### config.mk
export PLATFORM = sky130hd
export DESIGN_NAME = hazard_ctrl_flat
export DESIGN_NICKNAME = d
export VERILOG_FILES = /design/src/rtl/hazard_ctrl_pkg.sv /design/src/rtl/hazard_ctrl_if.sv /design/src/rtl/hazard_ctrl_md_sched.sv /design/src/rtl/hazard_ctrl.sv /design/src/flat_wrapper.sv
export SDC_FILE = /design/constraint.sdc
export NUM_CORES = 1
export LEC_CHECK = 0
export ABC_AREA = 0
export ABC_CLOCK_PERIOD_IN_PS = 2400
export BUFFER_PORTS_ARGS = -buffer_cell sky130_fd_sc_hd__buf_4
export CAP_MARGIN = 20
export CORE_AREA = 2 2 54 61
export DETAILED_ROUTE_END_ITERATION = 10
export DIE_AREA = 0 0 56 63
export PLACE_DENSITY = 0.75
export SLEW_MARGIN = 20
export SYNTH_ARGS = -nofsm -noshare
export SYNTH_HDL_FRONTEND = slang
export SYNTH_SLANG_ARGS = --single-unit
### constraint.sdc
create_clock -name clk_i -period 2.4 [get_ports clk_i]
set_clock_uncertainty 0.1 [all_clocks]
set_input_delay 0.36 -clock clk_i [delete_from_list [all_inputs] [get_ports clk_i]]
set_output_delay 0.36 -clock clk_i [all_outputs]
set_load 0.01 [all_outputs]
### src/rtl/hazard_ctrl_pkg.sv
// Shared definitions for the pipeline hazard controller: FSM encoding,
// default mult/div latency, register-index width and the dependency helper.
package hazard_ctrl_pkg;

  localparam int REG_W      = 5;
  localparam int MD_LAT_DEF = 4;
  // Latency counter width; holds MD_LAT-1 for any latency in 1..15
  localparam int MD_CNT_W   = 4;

  typedef enum logic {
    MD_IDLE = 1'b0,
    MD_BUSY = 1'b1
  } md_state_e;

  // True when a source register depends on a pending destination; r0 never does
  function automatic logic reg_dep(input logic [REG_W-1:0] dst,
                                   input logic [REG_W-1:0] src);
    return (dst != {REG_W{1'b0}}) && (dst == src);
  endfunction

endpackage

### src/rtl/hazard_ctrl_if.sv
// Bundle of pipeline-side signals seen by the hazard controller.
// The master side drives the pipeline status, the slave side answers with
// write enables, flushes and mult/div scheduling status.
interface hazard_ctrl_if
  import hazard_ctrl_pkg::*;
#(
  parameter int CNT_W = 16
);
  logic [REG_W-1:0] id_rs_i;
  logic [REG_W-1:0] id_rt_i;
  logic             id_uses_rt_i;
  logic             id_hilo_use_i;
  logic             id_ex_memread_i;
  logic [REG_W-1:0] id_ex_rt_i;
  logic             ex_md_start_i;
  logic             mem_branch_taken_i;
  logic             pc_write_o;
  logic             if_id_write_o;
  logic             if_id_flush_o;
  logic             id_ex_flush_o;
  logic             ex_mem_flush_o;
  logic             md_start_o;
  logic             md_busy_o;
  logic             md_done_o;
  logic             md_err_o;
  logic [CNT_W-1:0] stall_cnt_o;

  modport master (
    output id_rs_i, id_rt_i, id_uses_rt_i, id_hilo_use_i,
           id_ex_memread_i, id_ex_rt_i, ex_md_start_i, mem_branch_taken_i,
    input  pc_write_o, if_id_write_o, if_id_flush_o, id_ex_flush_o,
           ex_mem_flush_o, md_start_o, md_busy_o, md_done_o, md_err_o,
           stall_cnt_o
  );

  modport slave (
    input  id_rs_i, id_rt_i, id_uses_rt_i, id_hilo_use_i,
           id_ex_memread_i, id_ex_rt_i, ex_md_start_i, mem_branch_taken_i,
    output pc_write_o, if_id_write_o, if_id_flush_o, id_ex_flush_o,
           ex_mem_flush_o, md_start_o, md_busy_o, md_done_o, md_err_o,
           stall_cnt_o
  );

endinterface

### src/rtl/hazard_ctrl_md_sched.sv
// Multi-cycle HI/LO multiply/divide scheduler. Tracks whether the unit is
// busy, for how many more cycles, and flags a new start arriving while busy.
// A taken branch suppresses a new start but never cancels one in flight,
// since the mult/div is older than the branch.
module hazard_ctrl_md_sched
  import hazard_ctrl_pkg::*;
#(
  parameter int MD_LAT = MD_LAT_DEF
) (
  input  logic clk_i,
  input  logic rst_i,
  input  logic start_req,
  input  logic branch_taken,
  output logic md_start,
  output logic md_busy,
  output logic md_done,
  output logic md_err
);

  localparam logic [MD_CNT_W-1:0] LOAD_VAL = MD_CNT_W'(MD_LAT - 1);

  md_state_e           state_r;
  logic [MD_CNT_W-1:0] count_r;
  logic                err_r;

  assign md_start = (state_r == MD_IDLE) && start_req && !branch_taken;
  assign md_busy  = (state_r == MD_BUSY);
  assign md_done  = (state_r == MD_BUSY) && (count_r == {MD_CNT_W{1'b0}});
  assign md_err   = err_r;

  // Idle/busy sequencing, latency countdown and sticky start-while-busy flag
  always_ff @(posedge clk_i or posedge rst_i) begin
    if (rst_i) begin
      state_r <= MD_IDLE;
      count_r <= {MD_CNT_W{1'b0}};
      err_r   <= 1'b0;
    end else begin
      case (state_r)
        MD_IDLE: begin
          if (start_req && !branch_taken) begin
            count_r <= LOAD_VAL;
            state_r <= MD_BUSY;
          end
        end
        MD_BUSY: begin
          if (count_r == {MD_CNT_W{1'b0}}) begin
            state_r <= MD_IDLE;
          end else begin
            count_r <= count_r - {{(MD_CNT_W-1){1'b0}}, 1'b1};
          end
          if (start_req) begin
            err_r <= 1'b1;
          end
        end
        default: begin
          state_r <= MD_IDLE;
          count_r <= {MD_CNT_W{1'b0}};
        end
      endcase
    end
  end

endmodule

### src/rtl/hazard_ctrl.sv
// Pipeline hazard and sequencing controller. Detects load-use and HI/LO
// hazards, stalls the front end, flushes wrong-path work on a taken branch
// and counts stall cycles with a saturating counter.
module hazard_ctrl
  import hazard_ctrl_pkg::*;
#(
  parameter int MD_LAT = MD_LAT_DEF,
  parameter int CNT_W  = 16
) (
  input  logic         clk_i,
  input  logic         rst_i,
  hazard_ctrl_if.slave bus
);

  logic             md_start_s;
  logic             md_busy_s;
  logic             md_done_s;
  logic             md_err_s;
  logic             lu_s;
  logic             hl_s;
  logic             stall_s;
  logic [CNT_W-1:0] stall_cnt_r;

  hazard_ctrl_md_sched #(.MD_LAT(MD_LAT)) u_md_sched (
    .clk_i        (clk_i),
    .rst_i        (rst_i),
    .start_req    (bus.ex_md_start_i),
    .branch_taken (bus.mem_branch_taken_i),
    .md_start     (md_start_s),
    .md_busy      (md_busy_s),
    .md_done      (md_done_s),
    .md_err       (md_err_s)
  );

  // Hazard detection; a taken branch squashes the dependent instruction anyway
  always_comb begin
    lu_s = bus.id_ex_memread_i &&
           (reg_dep(bus.id_ex_rt_i, bus.id_rs_i) ||
            (bus.id_uses_rt_i && reg_dep(bus.id_ex_rt_i, bus.id_rt_i)));
    hl_s    = bus.id_hilo_use_i && (md_busy_s || md_start_s);
    stall_s = (lu_s || hl_s) && !bus.mem_branch_taken_i;
  end

  // Pipeline control outputs: reset, then branch, then stall, then normal flow
  always_comb begin
    bus.pc_write_o     = 1'b1;
    bus.if_id_write_o  = 1'b1;
    bus.if_id_flush_o  = 1'b0;
    bus.id_ex_flush_o  = 1'b0;
    bus.ex_mem_flush_o = 1'b0;
    if (rst_i) begin
      bus.pc_write_o     = 1'b0;
      bus.if_id_write_o  = 1'b0;
      bus.if_id_flush_o  = 1'b1;
      bus.id_ex_flush_o  = 1'b1;
      bus.ex_mem_flush_o = 1'b1;
    end else if (bus.mem_branch_taken_i) begin
      bus.if_id_flush_o  = 1'b1;
      bus.id_ex_flush_o  = 1'b1;
      bus.ex_mem_flush_o = 1'b1;
    end else if (stall_s) begin
      bus.pc_write_o    = 1'b0;
      bus.if_id_write_o = 1'b0;
      bus.id_ex_flush_o = 1'b1;
    end else begin
      bus.pc_write_o    = 1'b1;
      bus.if_id_write_o = 1'b1;
    end
  end

  // Mult/div status forwarded to the pipeline, held quiet during reset
  always_comb begin
    bus.md_start_o  = md_start_s && !rst_i;
    bus.md_busy_o   = md_busy_s && !rst_i;
    bus.md_done_o   = md_done_s && !rst_i;
    bus.md_err_o    = md_err_s;
    bus.stall_cnt_o = stall_cnt_r;
  end

  // Saturating count of cycles in which the front end was stalled
  always_ff @(posedge clk_i or posedge rst_i) begin
    if (rst_i) begin
      stall_cnt_r <= {CNT_W{1'b0}};
    end else if (stall_s && (stall_cnt_r != {CNT_W{1'b1}})) begin
      stall_cnt_r <= stall_cnt_r + {{(CNT_W-1){1'b0}}, 1'b1};
    end else begin
      stall_cnt_r <= stall_cnt_r;
    end
  end

endmodule

### src/flat_wrapper.sv
// flat-port wrapper written by rule: the top's interface ports become plain ports
module hazard_ctrl_flat import hazard_ctrl_pkg::*;
#(
  parameter int MD_LAT = MD_LAT_DEF,
  parameter int CNT_W  = 16
)
  (clk_i, rst_i, bus_id_rs_i, bus_id_rt_i, bus_id_uses_rt_i, bus_id_hilo_use_i, bus_id_ex_memread_i, bus_id_ex_rt_i, bus_ex_md_start_i, bus_mem_branch_taken_i, bus_pc_write_o, bus_if_id_write_o, bus_if_id_flush_o, bus_id_ex_flush_o, bus_ex_mem_flush_o, bus_md_start_o, bus_md_busy_o, bus_md_done_o, bus_md_err_o, bus_stall_cnt_o);
  hazard_ctrl_if #(.CNT_W(CNT_W)) bus_i ();
  input  logic clk_i;
  input  logic rst_i;
  input wire logic [$bits(bus_i.id_rs_i)-1:0] bus_id_rs_i;
  input wire logic [$bits(bus_i.id_rt_i)-1:0] bus_id_rt_i;
  input wire logic [$bits(bus_i.id_uses_rt_i)-1:0] bus_id_uses_rt_i;
  input wire logic [$bits(bus_i.id_hilo_use_i)-1:0] bus_id_hilo_use_i;
  input wire logic [$bits(bus_i.id_ex_memread_i)-1:0] bus_id_ex_memread_i;
  input wire logic [$bits(bus_i.id_ex_rt_i)-1:0] bus_id_ex_rt_i;
  input wire logic [$bits(bus_i.ex_md_start_i)-1:0] bus_ex_md_start_i;
  input wire logic [$bits(bus_i.mem_branch_taken_i)-1:0] bus_mem_branch_taken_i;
  output wire logic [$bits(bus_i.pc_write_o)-1:0] bus_pc_write_o;
  output wire logic [$bits(bus_i.if_id_write_o)-1:0] bus_if_id_write_o;
  output wire logic [$bits(bus_i.if_id_flush_o)-1:0] bus_if_id_flush_o;
  output wire logic [$bits(bus_i.id_ex_flush_o)-1:0] bus_id_ex_flush_o;
  output wire logic [$bits(bus_i.ex_mem_flush_o)-1:0] bus_ex_mem_flush_o;
  output wire logic [$bits(bus_i.md_start_o)-1:0] bus_md_start_o;
  output wire logic [$bits(bus_i.md_busy_o)-1:0] bus_md_busy_o;
  output wire logic [$bits(bus_i.md_done_o)-1:0] bus_md_done_o;
  output wire logic [$bits(bus_i.md_err_o)-1:0] bus_md_err_o;
  output wire logic [$bits(bus_i.stall_cnt_o)-1:0] bus_stall_cnt_o;
  assign bus_i.id_rs_i = bus_id_rs_i;
  assign bus_i.id_rt_i = bus_id_rt_i;
  assign bus_i.id_uses_rt_i = bus_id_uses_rt_i;
  assign bus_i.id_hilo_use_i = bus_id_hilo_use_i;
  assign bus_i.id_ex_memread_i = bus_id_ex_memread_i;
  assign bus_i.id_ex_rt_i = bus_id_ex_rt_i;
  assign bus_i.ex_md_start_i = bus_ex_md_start_i;
  assign bus_i.mem_branch_taken_i = bus_mem_branch_taken_i;
  assign bus_pc_write_o = bus_i.pc_write_o;
  assign bus_if_id_write_o = bus_i.if_id_write_o;
  assign bus_if_id_flush_o = bus_i.if_id_flush_o;
  assign bus_id_ex_flush_o = bus_i.id_ex_flush_o;
  assign bus_ex_mem_flush_o = bus_i.ex_mem_flush_o;
  assign bus_md_start_o = bus_i.md_start_o;
  assign bus_md_busy_o = bus_i.md_busy_o;
  assign bus_md_done_o = bus_i.md_done_o;
  assign bus_md_err_o = bus_i.md_err_o;
  assign bus_stall_cnt_o = bus_i.stall_cnt_o;
  hazard_ctrl #(.MD_LAT(MD_LAT), .CNT_W(CNT_W)) u_core (.clk_i(clk_i), .rst_i(rst_i), .bus(bus_i));
endmodule
* Yosys cells after proc, flatten, opt, wreduce, memory -nomap -nowiden
Cells that the tools add are included.
Storage, ports and cells: flip-flop bits (word level) 22, logic and storage cells 49, input bits 22
Cells by class: mux-type cells 14, bitwise gates (word level) 1, $add $sub $neg 2, equality and inequality tests 5, reductions and logical operators 23
Operators with widths (count):
- 16-bit by 1-bit adder with 16-bit output, second input constant | 1
- 16-bit inequality test, second input constant | 1
- 1-bit logical AND | 14
- 5-bit == test | 2
- 1-bit two-way mux | 10
- 4-bit two-way mux | 2
- 4-bit case mux with 2 select lines | 1
- 5-bit nonzero test | 1
- 4-bit logical NOT | 1
- 2-bit AND reduction | 2
- 4-bit by 1-bit subtractor with 4-bit output, second input constant | 1
- 1-bit logical OR | 3
- 1-bit logical NOT | 2
- 2-bit by 1-bit inequality test with 1-bit output, second input constant | 1
- 2-bit inequality test, second input constant | 1
- 1-bit case mux with 2 select lines | 1
- 1-bit inverter | 1

* Logic depth before layout (Yosys ltp)
depth in word-level cells 10, gate-level depth with buffers 7, mapped depth without buffers 7

* Hierarchy
From an unflattened synthesis, not the netlist that was laid out.
Second synthesis, totals: cell total of the unflattened synthesis 133, area, all modules 1380.1 µm²
By module, submodules not included:
- hazard_ctrl | times used 1, cells each 103, area each 1059.8 µm², sequential area each 400.4 µm²
- hazard_ctrl_md_sched | times used 1, cells each 30, area each 320.3 µm², sequential area each 150.1 µm²

* Least setup slack after synthesis
Ideal clock, no wire load.
kind input port to output port, start point input port bus_id_ex_rt_i[0], end point output port bus_pc_write_o, buffers on the path 2, setup slack 0.204 ns, stages 6, data arrival time 1.736 ns, data required time 1.940 ns, cells stage by stage or4_4 o21ai_2 o22ai_2 buf_6 a21oi_1 buf_4
On the way: cells in the longest elaborated chain, start to end 10, elaborated cells on any way between the ends 13, classes of those cells 2 x eq/ne; 3 x mux; 8 x reduce/logical
Ends and longest elaborated chain:
- start: declaration | line flat_wrapper.sv:16 | input wire logic [$bits(bus_i.id_ex_rt_i)-1:0] bus_id_ex_rt_i;
- 5-bit == test or 5-bit nonzero test (tied branches) | line hazard_ctrl_pkg.sv:18 | return (dst != {REG_W{1'b0}}) && (dst == src);
- 1-bit logical AND | line hazard_ctrl_pkg.sv:18
- 1-bit logical AND | line hazard_ctrl.sv:39 | (bus.id_uses_rt_i && reg_dep(bus.id_ex_rt_i, bus.id_rt_i)));
- 1-bit logical OR * | line hazard_ctrl.sv:38 | (reg_dep(bus.id_ex_rt_i, bus.id_rs_i) ||
- 1-bit logical AND * | line hazard_ctrl.sv:37 | lu_s = bus.id_ex_memread_i &&
- 1-bit logical OR * | line hazard_ctrl.sv:41 | stall_s = (lu_s || hl_s) && !bus.mem_branch_taken_i;
- 1-bit logical AND * | line hazard_ctrl.sv:41
- 1-bit two-way mux * (3 in series)
- end: declaration | line flat_wrapper.sv:19 | output wire logic [$bits(bus_i.pc_write_o)-1:0] bus_pc_write_o;
Every way passes the cells marked *; elsewhere a longest branch is shown, timed or not.

* Worst setup path in the final report
start point register u_core.u_md_sched.count_r[0], end point output port bus_md_done_o
On the way: cells in the longest elaborated chain, start to end 3
Ends and longest elaborated chain:
- start: declaration | line hazard_ctrl_md_sched.sv:23 | logic [MD_CNT_W-1:0] count_r;
- start signal: assignment | line hazard_ctrl_md_sched.sv:35 | count_r <= {MD_CNT_W{1'b0}};
- start signal: assignment | line hazard_ctrl_md_sched.sv:49 | count_r <= count_r - {{(MD_CNT_W-1){1'b0}}, 1'b1};
- start signal: assignment | line hazard_ctrl_md_sched.sv:57 | count_r <= {MD_CNT_W{1'b0}};
- 4-bit logical NOT | line hazard_ctrl_md_sched.sv:28 | assign md_done = (state_r == MD_BUSY) && (count_r == {MD_CNT_W{1'b0}});
- 1-bit logical AND | line hazard_ctrl_md_sched.sv:28
- 1-bit logical AND | line hazard_ctrl.sv:75 | bus.md_done_o = md_done_s && !rst_i;
- end: declaration | line flat_wrapper.sv:26 | output wire logic [$bits(bus_i.md_done_o)-1:0] bus_md_done_o;
No other way between the ends.

==> impl_metrics.yaml <==
clocking:
  clk_path_buf_depth: 2
  cts_max_level: 1
  clk_pin_slew_ps: 120
  clock-root-buffer: "clkbuf_4"
  cts_tree: "done"
  hold_buffers: 0
  cts.sinks: 22
  cts-resized-gates: 0
  cts_buffers: 3
  clk_latency_ps: 300
  post_cts_buffers: 0
worst_setup_path:
  cp_data_required_time_ps: 1940
  cp.arrival_ps: 1730
  reg2reg_depth: 5
  critPathKind: "reg -> out"
  cp_max_fo: 4
  startpoint_type: "flip-flop"
  cp-end-kind: "output port"
power:
  power_leakage_nw: 0.819
  vdd_drop_max_mv: 0.544
  total_power_mw: 1.24
  power.density_mw_per_mm2: 723
global_routing:
  grt_max_degree: 23
  track_usage: 0.171
  grt_pass1_wl_mm: 4.89
  grt_pass1_vias: 1132
  gr-total-overflow: 0
  antenna_found_initial: 0
detailed_routing:
  wl_per_cell_um: 13.5
  drc_errors: 0
  ant_nets: 0
  viasPerCell: 5.29
  first_pass_iters: 4
  num_vias: 1096
  drt_iter0_drc: 18
  finalWirelength_mm: 2.80
timing:
  clock.fmax_ghz: 0.457
  hold_violations: 0
  timing.final.crit_share: 0.911
  rsz0062_at_grt: "false"
  fin_ws_ps: 214
  finalSetupTns_ps: 0
  min_period_ps: 2190
  worst_pin_slew_ps: 337
  slew-limit-headroom: 0.776
  finalMaxSlewViolations: 0
  setup_violations: 0
synth:
  ys.flop_type: "dfrtp_1"
  yosys_warnings: 0
  syn_nets: 148
  synth_fa_ha_area_frac: 0.0193
  async_reset_ff_frac: 1.00
  synthSimpleGateAreaFrac: 0.244
  synth_cell_types: 40
  synth_top_family_by_area: "simple AND/OR/NAND/NOR gates"
  yosys-top-cells-area: "dfrtp_1 (43%), xnor2_1 (13%), xor2_1 (4.7%)"
  synth_xor_area_frac: 0.176
  synth_top_cell_by_area: "dfrtp_1"
  synth_compound_area_frac: 0.0832
  synthesis.area_mm2: 0.00129
  synth_most_common_cell: "dfrtp_1"
  synth-edff-count: 0
  yosys.area.top_type_share: 0.426
  muxShareOfSynthArea: 0.0116
  ys_ff_latch: 22
  yosysSeqAreaShare: 0.426
  syn_area_per_cell_um2: 10.4
  synth.top_cells.by_count: "dfrtp_1 (22), xnor2_1 (19), nand2_1 (10)"
  synthCells: 124
floorplanning:
  rows: 21
  dieArea_mm2: 0.00353
  die_x_um: 56
  fp.dieH_um: 63
  coreArea_mm2: 0.00294
  start_util: 0.440
  ios: 47
status:
  outcome: "finished clean"
layout:
  final_util: 0.581
  fin_nets: 198
  antenna_cells: 0
  instances_no_fill: 207
  layout-drive-gt1-share: 0.376
  area_growth_pct: 32.2
place:
  dpl.cell_count: 203
  dp_slack_ps: 213
  gp_congestion: 0.756
  io_buffers: 46
  dpl.hpwl_mm: 2.31
job:
  maxCapViolCount: 0
min_path:
  hp-class: "in -> async"
area by class of cell:
| cell class | instances | area [um2] |
|---|---|---|
| inverter | 6 | 22.5 |
| multi-input combinational | 92 | 691 |
| sequential | 22 | 551 |
| fill | 265 | 1230 |
| timing repair buffer | 49 | 368 |
| tap | 34 | 42.5 |
| clock buffer | 4 | 36.3 |
worst paths after layout:
path | end | from | slack [ps]
max | bus_md_done_o | u_core.u_md_sched.count_r[0] | 210
min | u_core.u_md_sched.md_err | rst_i | 20
max reg2reg | u_core.bus.stall_cnt_o[1] | u_core.bus.stall_cnt_o[0] | 460
min reg2reg | u_core.u_md_sched.md_err | u_core.u_md_sched.md_err | 370
max in group asynchronous | u_core.bus.stall_cnt_o[0] | rst_i | 1960
min in group clk_i | u_core.u_md_sched.md_err | bus_ex_md_start_i | 180
cell families (layout without fill, tap and decap cells):
group                      Yosys count  count (layout)
buffers and inverters               10              59
DFF                                 22              22
AOI/OAI and AO/OA                   12              12
xor gates and xnor gates            26              26
and+or+nand+nor                     51              51
muxes                                1               1
adders and majority gates            2               2
per-layer routing:
metal / routed length (um) / vias up / GRT usage
met4: 38 / 0 / 0.0536
met1: 1140 / 528 / 0.206
met2: 1490 / 35 / 0.307
met5: 0 / - / 0
met3: 139 / 4 / 0.0269
li1: - / 529 / -
layout by cell type (no fill, tap or decap), types with 3 or more instances in the layout:
cell type | synthesis | routed
dfrtp_1 | 22 | 22
nand4_1 | 8 | 8
clkbuf_4 | 0 | 3
xor2_1 | 7 | 7
nor2_1 | 5 | 5
nand3_1 | 4 | 4
xnor2_1 | 19 | 19
nor2b_1 | 3 | 3
and3_1 | 4 | 4
nand2_1 | 10 | 10
inv_1 | 6 | 6
buf_4 | 2 | 49
flip-flops by register name (all words and copies together) (netlist names):
| register | count |
|---|---|
| u_core.bus.stall_cnt_o | 16 |
| u_core.u_md_sched.md_busy | 1 |
| u_core.u_md_sched.count_r | 4 |
| u_core.u_md_sched.md_err | 1 |
power by group:
group | internal [mW] | leakage (nW) | switching (mW) | total, mW
sequential | 0.453 | 0.285 | 0.105 | 0.558
combinational | 0.251 | 0.513 | 0.225 | 0.476
clock | 0.0925 | 0.0210 | 0.109 | 0.202
total | 0.796 | 0.819 | 0.440 | 1.24
critical path: stages (launching register included):
cell and delay, ps:
dfrtp_1 430, inv_1 70, ha_1 180, or3b_2 490, nor2b_1 130, buf_4 130
metrics by stage:
step | cell area (um2) | hold slack (ps)
after global placement | 1670 | 343
final | 1710 | 21.3
after CTS | 1710 | 24.7
after detailed placement | 1670 | 346
after floorplan | 1290 | 258
after global routing | 1710 | 34.9
(Power assumes the default switching activity.)
